### config.mk
export PLATFORM = sky130hd
export DESIGN_NAME = keypad_scanner
export DESIGN_NICKNAME = d
export VERILOG_FILES = /design/src/rtl/keypad_scanner.sv
export SDC_FILE = /design/constraint.sdc
export NUM_CORES = 1
export LEC_CHECK = 0
export BUFFER_PORTS_ARGS = -buffer_cell sky130_fd_sc_hd__buf_2
export CORE_ASPECT_RATIO = 1.5
export CORE_MARGIN = 3
export CORE_UTILIZATION = 53
export CTS_BUF_LIST = sky130_fd_sc_hd__clkbuf_4 sky130_fd_sc_hd__clkbuf_8
export CTS_CLUSTER_SIZE = 16
export DETAILED_ROUTE_END_ITERATION = 6
export GPL_TIMING_DRIVEN = 0
export HOLD_SLACK_MARGIN = 0.12
export PLACE_DENSITY = 0.77
export RECOVER_POWER = 100
export SLEW_MARGIN = 20
export SYNTH_ARGS = -nofsm -noshare
export SYNTH_HDL_FRONTEND = slang
export SYNTH_SLANG_ARGS = --single-unit
### constraint.sdc
create_clock -name clk -period 2.25 [get_ports clk]
set_input_delay 0.1125 -clock clk [delete_from_list [all_inputs] [get_ports clk]]
set_output_delay 0.1125 -clock clk [all_outputs]
set_load 0.005 [all_outputs]
### src/rtl/keypad_scanner.sv
// keypad_scanner: 4x4 matrix keypad reader. Drives one column at a time, samples
// the synchronized rows once per dwell period, debounces a single closed key and
// hands its code to the consumer over a valid/ready handshake.
// Optional feature: define KEY_REPEAT_EN to re-emit a held key after REPEAT_DELAY
// sample points and then every REPEAT_RATE sample points.
//
// state    | meaning
// SCAN     | rotating columns, looking for exactly one closed row
// DEBOUNCE | column frozen, counting samples that match the captured row
// HELD     | key accepted; waiting for an all-open sample (repeating if enabled)
// RELEASE  | counting all-open samples before the scan resumes
module keypad_scanner #(
  parameter int SCAN_DIV     = 4,
  parameter int DEBOUNCE_CNT = 3,
  parameter int REPEAT_DELAY = 8,
  parameter int REPEAT_RATE  = 4
) (
  input  logic       clk,
  input  logic       reset,
  input  logic [3:0] row,
  output logic [3:0] col,
  output logic [3:0] key_code,
  output logic       key_valid,
  input  logic       key_ready,
  output logic       overrun
);

  typedef enum logic [1:0] {SCAN = 2'd0, DEBOUNCE = 2'd1, HELD = 2'd2, RELEASE = 2'd3} state_t;

  localparam int DW = $clog2(SCAN_DIV);
  localparam int CW = $clog2(DEBOUNCE_CNT + 1);
  localparam logic [DW-1:0] DWELL_LAST = DW'(SCAN_DIV - 1);
  localparam logic [CW-1:0] CNT_LAST   = CW'(DEBOUNCE_CNT - 1);
  // With a single required sample the key is accepted (and released) on the first hit.
  localparam bit ACCEPT_ON_FIRST = (DEBOUNCE_CNT == 1);

  // Reject parameter sets the scan timing cannot support.
  if (SCAN_DIV < 3 || DEBOUNCE_CNT < 1 || REPEAT_RATE < 1 || REPEAT_RATE > REPEAT_DELAY) begin : g_param_check
    $error("keypad_scanner: illegal parameter set");
  end

  state_t        state, state_nx;
  logic [3:0]    row_meta, sample;
  logic [DW-1:0] dwell;
  logic [1:0]    col_idx;
  logic [3:0]    cap_row, cap_code;
  logic [CW-1:0] db_cnt;
  logic [1:0]    row_idx;
  logic [3:0]    emit_code;
  logic          sample_pt, one_hot, zero, handshake;
  logic          adv_col, capture, cnt_load, cnt_inc, emit;

`ifdef KEY_REPEAT_EN
  localparam int RW = $clog2(REPEAT_DELAY + 1);
  localparam logic [RW-1:0] REP_LAST   = RW'(REPEAT_DELAY - 1);
  localparam logic [RW-1:0] REP_RELOAD = RW'(REPEAT_DELAY - REPEAT_RATE);
  logic [RW-1:0] rep_cnt;
  logic          rep_hit;
`endif

  assign sample_pt = (dwell == DWELL_LAST);
  assign one_hot   = $onehot(sample);
  assign zero      = (sample == 4'd0);
  assign handshake = key_valid && key_ready;
  assign col       = 4'b0001 << col_idx;
  // In SCAN with single-sample acceptance the key is emitted in the capture cycle.
  assign emit_code = (state == SCAN) ? {row_idx, col_idx} : cap_code;

  // Encode the single set bit of the sample into a row index.
  always_comb begin
    row_idx = 2'd0;
    for (int i = 0; i < 4; i++) begin
      if (sample[i]) row_idx = 2'(i);
    end
  end

  // State register.
  always_ff @(posedge clk) begin
    if (reset) state <= SCAN;
    else       state <= state_nx;
  end

  // Next-state decisions, taken only at dwell-end sample points.
  always_comb begin
    state_nx = state;
    if (sample_pt) begin
      case (state)
        SCAN: begin
          if (one_hot) state_nx = ACCEPT_ON_FIRST ? HELD : DEBOUNCE;
        end
        DEBOUNCE: begin
          if (sample != cap_row)       state_nx = SCAN;
          else if (db_cnt == CNT_LAST) state_nx = HELD;
        end
        HELD: begin
          if (zero) state_nx = ACCEPT_ON_FIRST ? SCAN : RELEASE;
        end
        RELEASE: begin
          if (!zero)                   state_nx = HELD;
          else if (db_cnt == CNT_LAST) state_nx = SCAN;
        end
        default: state_nx = SCAN;
      endcase
    end
  end

  // Datapath controls derived from the state and the current sample.
  always_comb begin
    adv_col  = 1'b0;
    capture  = 1'b0;
    cnt_load = 1'b0;
    cnt_inc  = 1'b0;
    emit     = 1'b0;
    if (sample_pt) begin
      case (state)
        SCAN: begin
          if (one_hot) begin
            capture  = 1'b1;
            cnt_load = 1'b1;
            emit     = ACCEPT_ON_FIRST;
          end else begin
            adv_col = 1'b1;
          end
        end
        DEBOUNCE: begin
          if (sample == cap_row) begin
            cnt_inc = 1'b1;
            emit    = (db_cnt == CNT_LAST);
          end else begin
            adv_col = 1'b1;
          end
        end
        HELD: begin
          if (zero) begin
            cnt_load = 1'b1;
            adv_col  = ACCEPT_ON_FIRST;
          end
        end
        RELEASE: begin
          if (zero) begin
            cnt_inc = 1'b1;
            adv_col = (db_cnt == CNT_LAST);
          end
        end
        default: ;
      endcase
    end
`ifdef KEY_REPEAT_EN
    if (rep_hit) emit = 1'b1;
`endif
  end

`ifdef KEY_REPEAT_EN
  assign rep_hit = (state == HELD) && sample_pt && !zero && (rep_cnt == REP_LAST);

  // Repeat counter: counts held sample points; after the first repeat it is reloaded
  // so the following hits come every REPEAT_RATE sample points. Idle outside HELD.
  always_ff @(posedge clk) begin
    if (reset || state != HELD) rep_cnt <= '0;
    else if (sample_pt && !zero) rep_cnt <= rep_hit ? REP_RELOAD : rep_cnt + RW'(1);
  end
`endif

  // Synchronizer, dwell timer, column index, debounce count and key output register.
  always_ff @(posedge clk) begin
    if (reset) begin
      row_meta  <= '0;
      sample    <= '0;
      dwell     <= '0;
      col_idx   <= '0;
      cap_row   <= '0;
      cap_code  <= '0;
      db_cnt    <= '0;
      key_code  <= '0;
      key_valid <= 1'b0;
      overrun   <= 1'b0;
    end else begin
      row_meta <= row;
      sample   <= row_meta;
      dwell    <= sample_pt ? '0 : dwell + DW'(1);
      if (adv_col) col_idx <= col_idx + 2'd1;
      if (capture) begin
        cap_row  <= sample;
        cap_code <= {row_idx, col_idx};
      end
      if (cnt_load)     db_cnt <= CW'(1);
      else if (cnt_inc) db_cnt <= db_cnt + CW'(1);
      // A new key may replace the pending one only when it is being consumed now.
      if (emit) begin
        if (!key_valid || key_ready) begin
          key_code  <= emit_code;
          key_valid <= 1'b1;
        end else begin
          overrun <= 1'b1;
        end
      end else if (handshake) begin
        key_valid <= 1'b0;
      end
    end
  end

endmodule

Yosys cells after proc, flatten, opt, wreduce, memory -nomap -nowiden --
Cells that the tools add are included.
Cells by class: add/sub/neg operators 6, $mul 0, div/mod/pow operators 0, magnitude comparators 0, eq/ne operators 13, shift operators 1, mux-type cells 33, bitwise operators 1, reductions and logical operators 13
Operators with widths (count):
- $mux W1 | 20
- $mux W2 | 8
- $eq A2 B2 Y1 const B | 4
- $pmux W2 S4 | 1
- $add A2 B1 Y2 const B | 3
- $ne A3 B3 Y1 const B | 2
- $reduce_and A2 Y1 | 3
- $reduce_and A5 Y1 | 1
- $add A1 B1 Y2 | 2
- $eq A4 B4 Y1 | 1
- $logic_not A4 Y1 | 1
- $mux W4 | 1
- $ne A2 B2 Y1 const B | 2
- $ne A4 B4 Y1 | 1
- $pmux W1 S2 | 2
- $pmux W1 S4 | 1
- $reduce_bool A2 Y1 | 2
- $reduce_or A2 Y1 | 2
- $shl A1 B2 Y4 const A | 1
- $add A2 B2 Y3 | 1
- $eq A3 B1 Y1 const B | 1
- $eq A2 B1 Y1 const B | 1
- $logic_not A2 Y1 | 1
- $ne A2 B1 Y1 const B | 1
- 4 further kinds | 4
Word-level totals: flip-flop bits (word level) 30, latch bits 0, bits in writable memories 0, bits in read-only memories 0, output and inout bits 10, logic and storage cells 79, memories kept 0

Logic depth before layout (Yosys ltp) --
depth after elaboration 7, mapped depth 11

Worst setup path after synthesis --
OpenSTA, ideal clock, no wires.
kind register -> register, start register sample[0], end register cap_code[0], library setup time 0.130 ns, arrival 2.205 ns, data required time 2.120 ns, path slack -0.085 ns, stages on the path, launching flop included 11, cells stage by stage dfxtp_1 -> inv_1 -> fa_1 -> inv_1 -> ha_1 -> ha_1 -> nor2_1 -> nand4_1 -> clkbuf_1 -> a21oi_1 -> nor2_1
Between the ends: cells in the longest elaborated chain, start to end 6
RTL lines:
- start: declaration | line 43 | logic [3:0] row_meta, sample;
- start signal: assignment | line 179 | sample <= row_meta;
- $add A1 B1 Y2 (not written as such) | line 62 | assign one_hot = $onehot(sample);
- $add A2 B2 Y3 (not written as such) | line 62
- $eq A3 B1 Y1 | line 62
- $mux W1 | line 117 | if (one_hot) begin
- $mux W1 | line 115 | case (state)
- $mux W1 | line 114 | if (sample_pt) begin
- end signal: assignment | line 184 | cap_code <= {row_idx, col_idx};
- end: declaration | line 46 | logic [3:0] cap_row, cap_code;
Every way passes these cells. A chain may end at the register's enable or synchronous reset.

Worst setup path after layout --
start register sample[1], end register cap_row[3]
Between the ends: cells in the longest elaborated chain, start to end 6
RTL lines:
- $add A1 B1 Y2 (not written as such) | line 62
- $add A2 B2 Y3 (not written as such) | line 62
- $eq A3 B1 Y1 | line 62
- $mux W1 | line 117
- $mux W1 | line 115
- $mux W1 | line 114
- end signal: assignment | line 183 | cap_row <= sample;
- end: declaration | line 46
Every way passes these cells.

==> out/qor.csv <==
metric,value,unit
path_max_fanout,5,
outcome,"complete, no violations",
num_vias,1128,
core_area,0.00231,mm²
routabilityCongestion,0.772,
swShare,0.245,
synthDominantCellAreaShare,0.447,
syn_area_per_cell,9.02,µm²
max_freq,446,MHz
crit_slowest_cell,fa_1,
synth-edff-count,0,
clock_path_buffers,2,
grt_max_degree,11,
die_x,47.1,µm
wl_per_cell,13.6,µm
netlist_area,0.00134,mm²
r2r_cells,11,
start_kind,flop,
path_cells,inv_4 > fa_1 > inv_2 > ha_4 > ha_4 > nor2_4 > nand4_1 > buf_6 > nor2_1 > a21oi_2 > nor2_1,
worst_slew_pin_slew,0.540,ns
layout_min_cycle_time,2.24,ns
antenna_found_initial,0,
clk_latency,0.33,ns
ioPinCount,17,
rows,21,
clkTransAtPathRegs,0.10,ns
min_to,db_cnt[1]$_SDFFE_PP0P_,
grt_overflow_total,0,
synthArstFlopShare,0,
htree_levels,2,
place_ws,-0.223,ns
end_kind,flop,
critical_path_required,2.53,ns
synth_ff_type,dfxtp_1,
pwr-share-clk,0.344,
yosys_warnings,0,
max_cap_viol_count,0,
min_period_over_period,0.997,
first_pass_iters,6,
place_inst,188,
p_switching,245,µW
drt_iter0_markers,42,
dieArea,0.00319,mm²
nFillCells,193,
area_growth,23.6,%
slew_headroom,0.639,
tritoncts,done,
fin_cells,205,
finalSetupViolCount,0,
final.setup_skew,0.0111,ns
cp_num_buf_inv,3,
seqPwrFrac,0.554,
syn_inst,149,
rrSetupSlack,0.007,ns
final_nets,198,
synthDistinctLibCells,33,
rsz0062_at_grt,true,
min-delay-start,reset,
drc,0,
power.leakage,0.677,nW
grt_pass1_wl,4.57,mm
critPathMaxStageDelay,0.54,ns
numCtsBuffers,5,
reg2reg_to,cap_row[3]$_SDFFE_PP0P_,
dp_hpwl,1.91,mm
drive_gt1_frac,0.242,
ant_nets,0,
synth_largest_area_cell,dfxtp_1,
yosysSeqAreaShare,0.447,
synth-seq-cells,30,
drv_slew,0,
grt_pass1_vias,1087,
fin_ws,0.00729,ns
hold_path.class,input port to flop,
hold_viol_final,0,
holdPathStages,3,
port_buffers,16,
start_util,0.581,
wirelength,2.78,mm
cp.arrival,2.52,ns
synth_area_leaders,"dfxtp_1 45%, ha_1 8.4%, nor2_1 8.4%",
combPwrFrac,0.102,
holdWs,0.128,ns
p_int,756,µW
diodes,0,
grt_usage,0.206,
vias_per_cell,5.50,
crit_type,flop to flop,
crit_family,adder cells,
max-vdd-ir-drop,493,µV
power_density,603,mW/mm²
rr_startpoint,sample[1]$_SDFF_PP0_,
syn_nets,166,
die_h,67.7,µm
root_buffer,clkbuf_4,
numClockSinks,30,
## cell families (layout without fill, tap and decap cells)
family / count (synthesis) / after routing / share of synthesized area
AOI/OAI and AO/OA: 26 / 26 / 0.129
buffers and inverters: 16 / 49 / 0.0503
muxes: 6 / 6 / 0.0466
DFF: 30 / 30 / 0.447
xor gates and xnor gates: 5 / 5 / 0.0326
and+or+nand+nor: 56 / 56 / 0.196
adders and majority gates: 10 / 10 / 0.0987
## area by class of cell
| class | count | area, µm² | area share |
|---|---|---|---|
| Clock buffer | 7 | 58.8 | 0.0354 |
| Multi-Input combinational cell | 103 | 733 | 0.441 |
| Sequential cell | 30 | 604 | 0.364 |
| Clock inverter | 1 | 5.00 | 0.00301 |
| Buffer | 6 | 32.5 | 0.0196 |
| Timing Repair Buffer | 25 | 159 | 0.0956 |
| Inverter | 10 | 40.0 | 0.0241 |
| Tap cell | 23 | 28.8 | 0.0173 |
## timing repair
action                                  4_1_cts  5_1_grt
pin swaps                                     3       12
endpoints found under the setup margin       12       12
setup buffers                                 2        1
hold buffers                                  5        0
resized for setup                             7       13
hold endpoints to repair                      5        0
gates cloned                                  1        0
## routing by layer
metal / GRT usage / up-vias / wire length [µm]
li1: - / 561 / -
met1: 0.200 / 532 / 1020
met2: 0.362 / 27 / 1540
met3: 0.0747 / 8 / 144
met4: 0.107 / 0 / 74
met5: 0 / - / 0
## power groups by stage
stage	Sequential (mW)	Clock, mW	Combinational [mW]
5_1_grt	0.557	0.380	0.114
3_3_place_gp	0.565	0	0.0793
3_5_place_dp	0.566	0	0.0831
6_report	0.555	0.345	0.102
4_1_cts	0.554	0.358	0.0986
2_1_floorplan	0.564	0	0.0612
## worst max path at each step
stage,from,slack (ns),depth (start not counted),to
detailed placement,sample[1]$_SDFF_PP0_,-0.22,10,cap_code[1]$_SDFFE_PP0P_
floorplan,sample[1]$_SDFF_PP0_,0.007,10,cap_code[0]$_SDFFE_PP0P_
global route,sample[1]$_SDFF_PP0_,-0.13,10,col_idx[0]$_SDFFE_PP0P_
CTS,sample[0]$_SDFF_PP0_,0.004,10,cap_row[2]$_SDFFE_PP0P_
global placement,sample[3]$_SDFF_PP0_,-0.18,10,cap_row[0]$_SDFFE_PP0P_
finish,sample[1]$_SDFF_PP0_,0.007,11,cap_row[3]$_SDFFE_PP0P_
## cells in the final DEF (no fill, tap or decap), types with 2 or more instances in the layout
| cell type | synthesis | layout |
|---|---|---|
| mux2i_1 | 4 | 4 |
| ha_4 | 0 | 2 |
| o21ai_0 | 3 | 3 |
| a21oi_1 | 9 | 2 |
| nor2b_1 | 9 | 9 |
| o21a_1 | 2 | 2 |
| xnor2_1 | 5 | 5 |
| clkbuf_4 | 0 | 6 |
| nand3_1 | 6 | 6 |
| nand2_1 | 4 | 4 |
| ha_1 | 9 | 7 |
| buf_6 | 1 | 2 |
| inv_2 | 0 | 2 |
| inv_1 | 10 | 7 |
| buf_4 | 0 | 2 |
| buf_2 | 0 | 9 |
| dlygate4sd3_1 | 0 | 5 |
| nor2_1 | 30 | 28 |
| a211o_1 | 2 | 2 |
| nand2b_1 | 2 | 2 |
| clkbuf_8 | 0 | 2 |
| mux2_2 | 2 | 2 |
| dfxtp_1 | 30 | 27 |
| dfxtp_2 | 0 | 3 |
| a21oi_2 | 2 | 9 |
| clkbuf_1 | 4 | 11 |
## cells in the mapped netlist (3+ instances only)
cell type,instances
nand2_1,4
ha_1,9
clkbuf_1,4
dfxtp_1,30
nor2_1,30
xnor2_1,5
inv_1,10
o21ai_0,3
nor2b_1,9
a21oi_1,9
mux2i_1,4
nand3_1,6
## state kept, by name, summed over array words and instances (netlist names), 2 cells and up
register and cells:
dwell 2, cap_row 4, sample 4, key_code 4, col_idx 2, row_meta 4, state 2, db_cnt 2
cap_code 4
## worst min-delay path, stage by stage
cell	delay, ns
buf_2	0.11
nand2b_1	0.11
o32ai_1	0.07
## per-stage QoR
stage | TNS [ns] | utilization | area, µm² | power [mW]
after floorplan | 0 | - | 1360 | 0.625
after global placement | -1.25 | 0.634 | 1470 | 0.644
after detailed placement | -1.58 | 0.634 | 1470 | 0.649
after CTS | 0 | 0.707 | 1640 | 1.01
after global routing | -1.16 | 0.719 | 1660 | 1.05
final | 0 | 0.719 | 1660 | 1.00
Note: power is estimated with default switching activity, not from simulation.
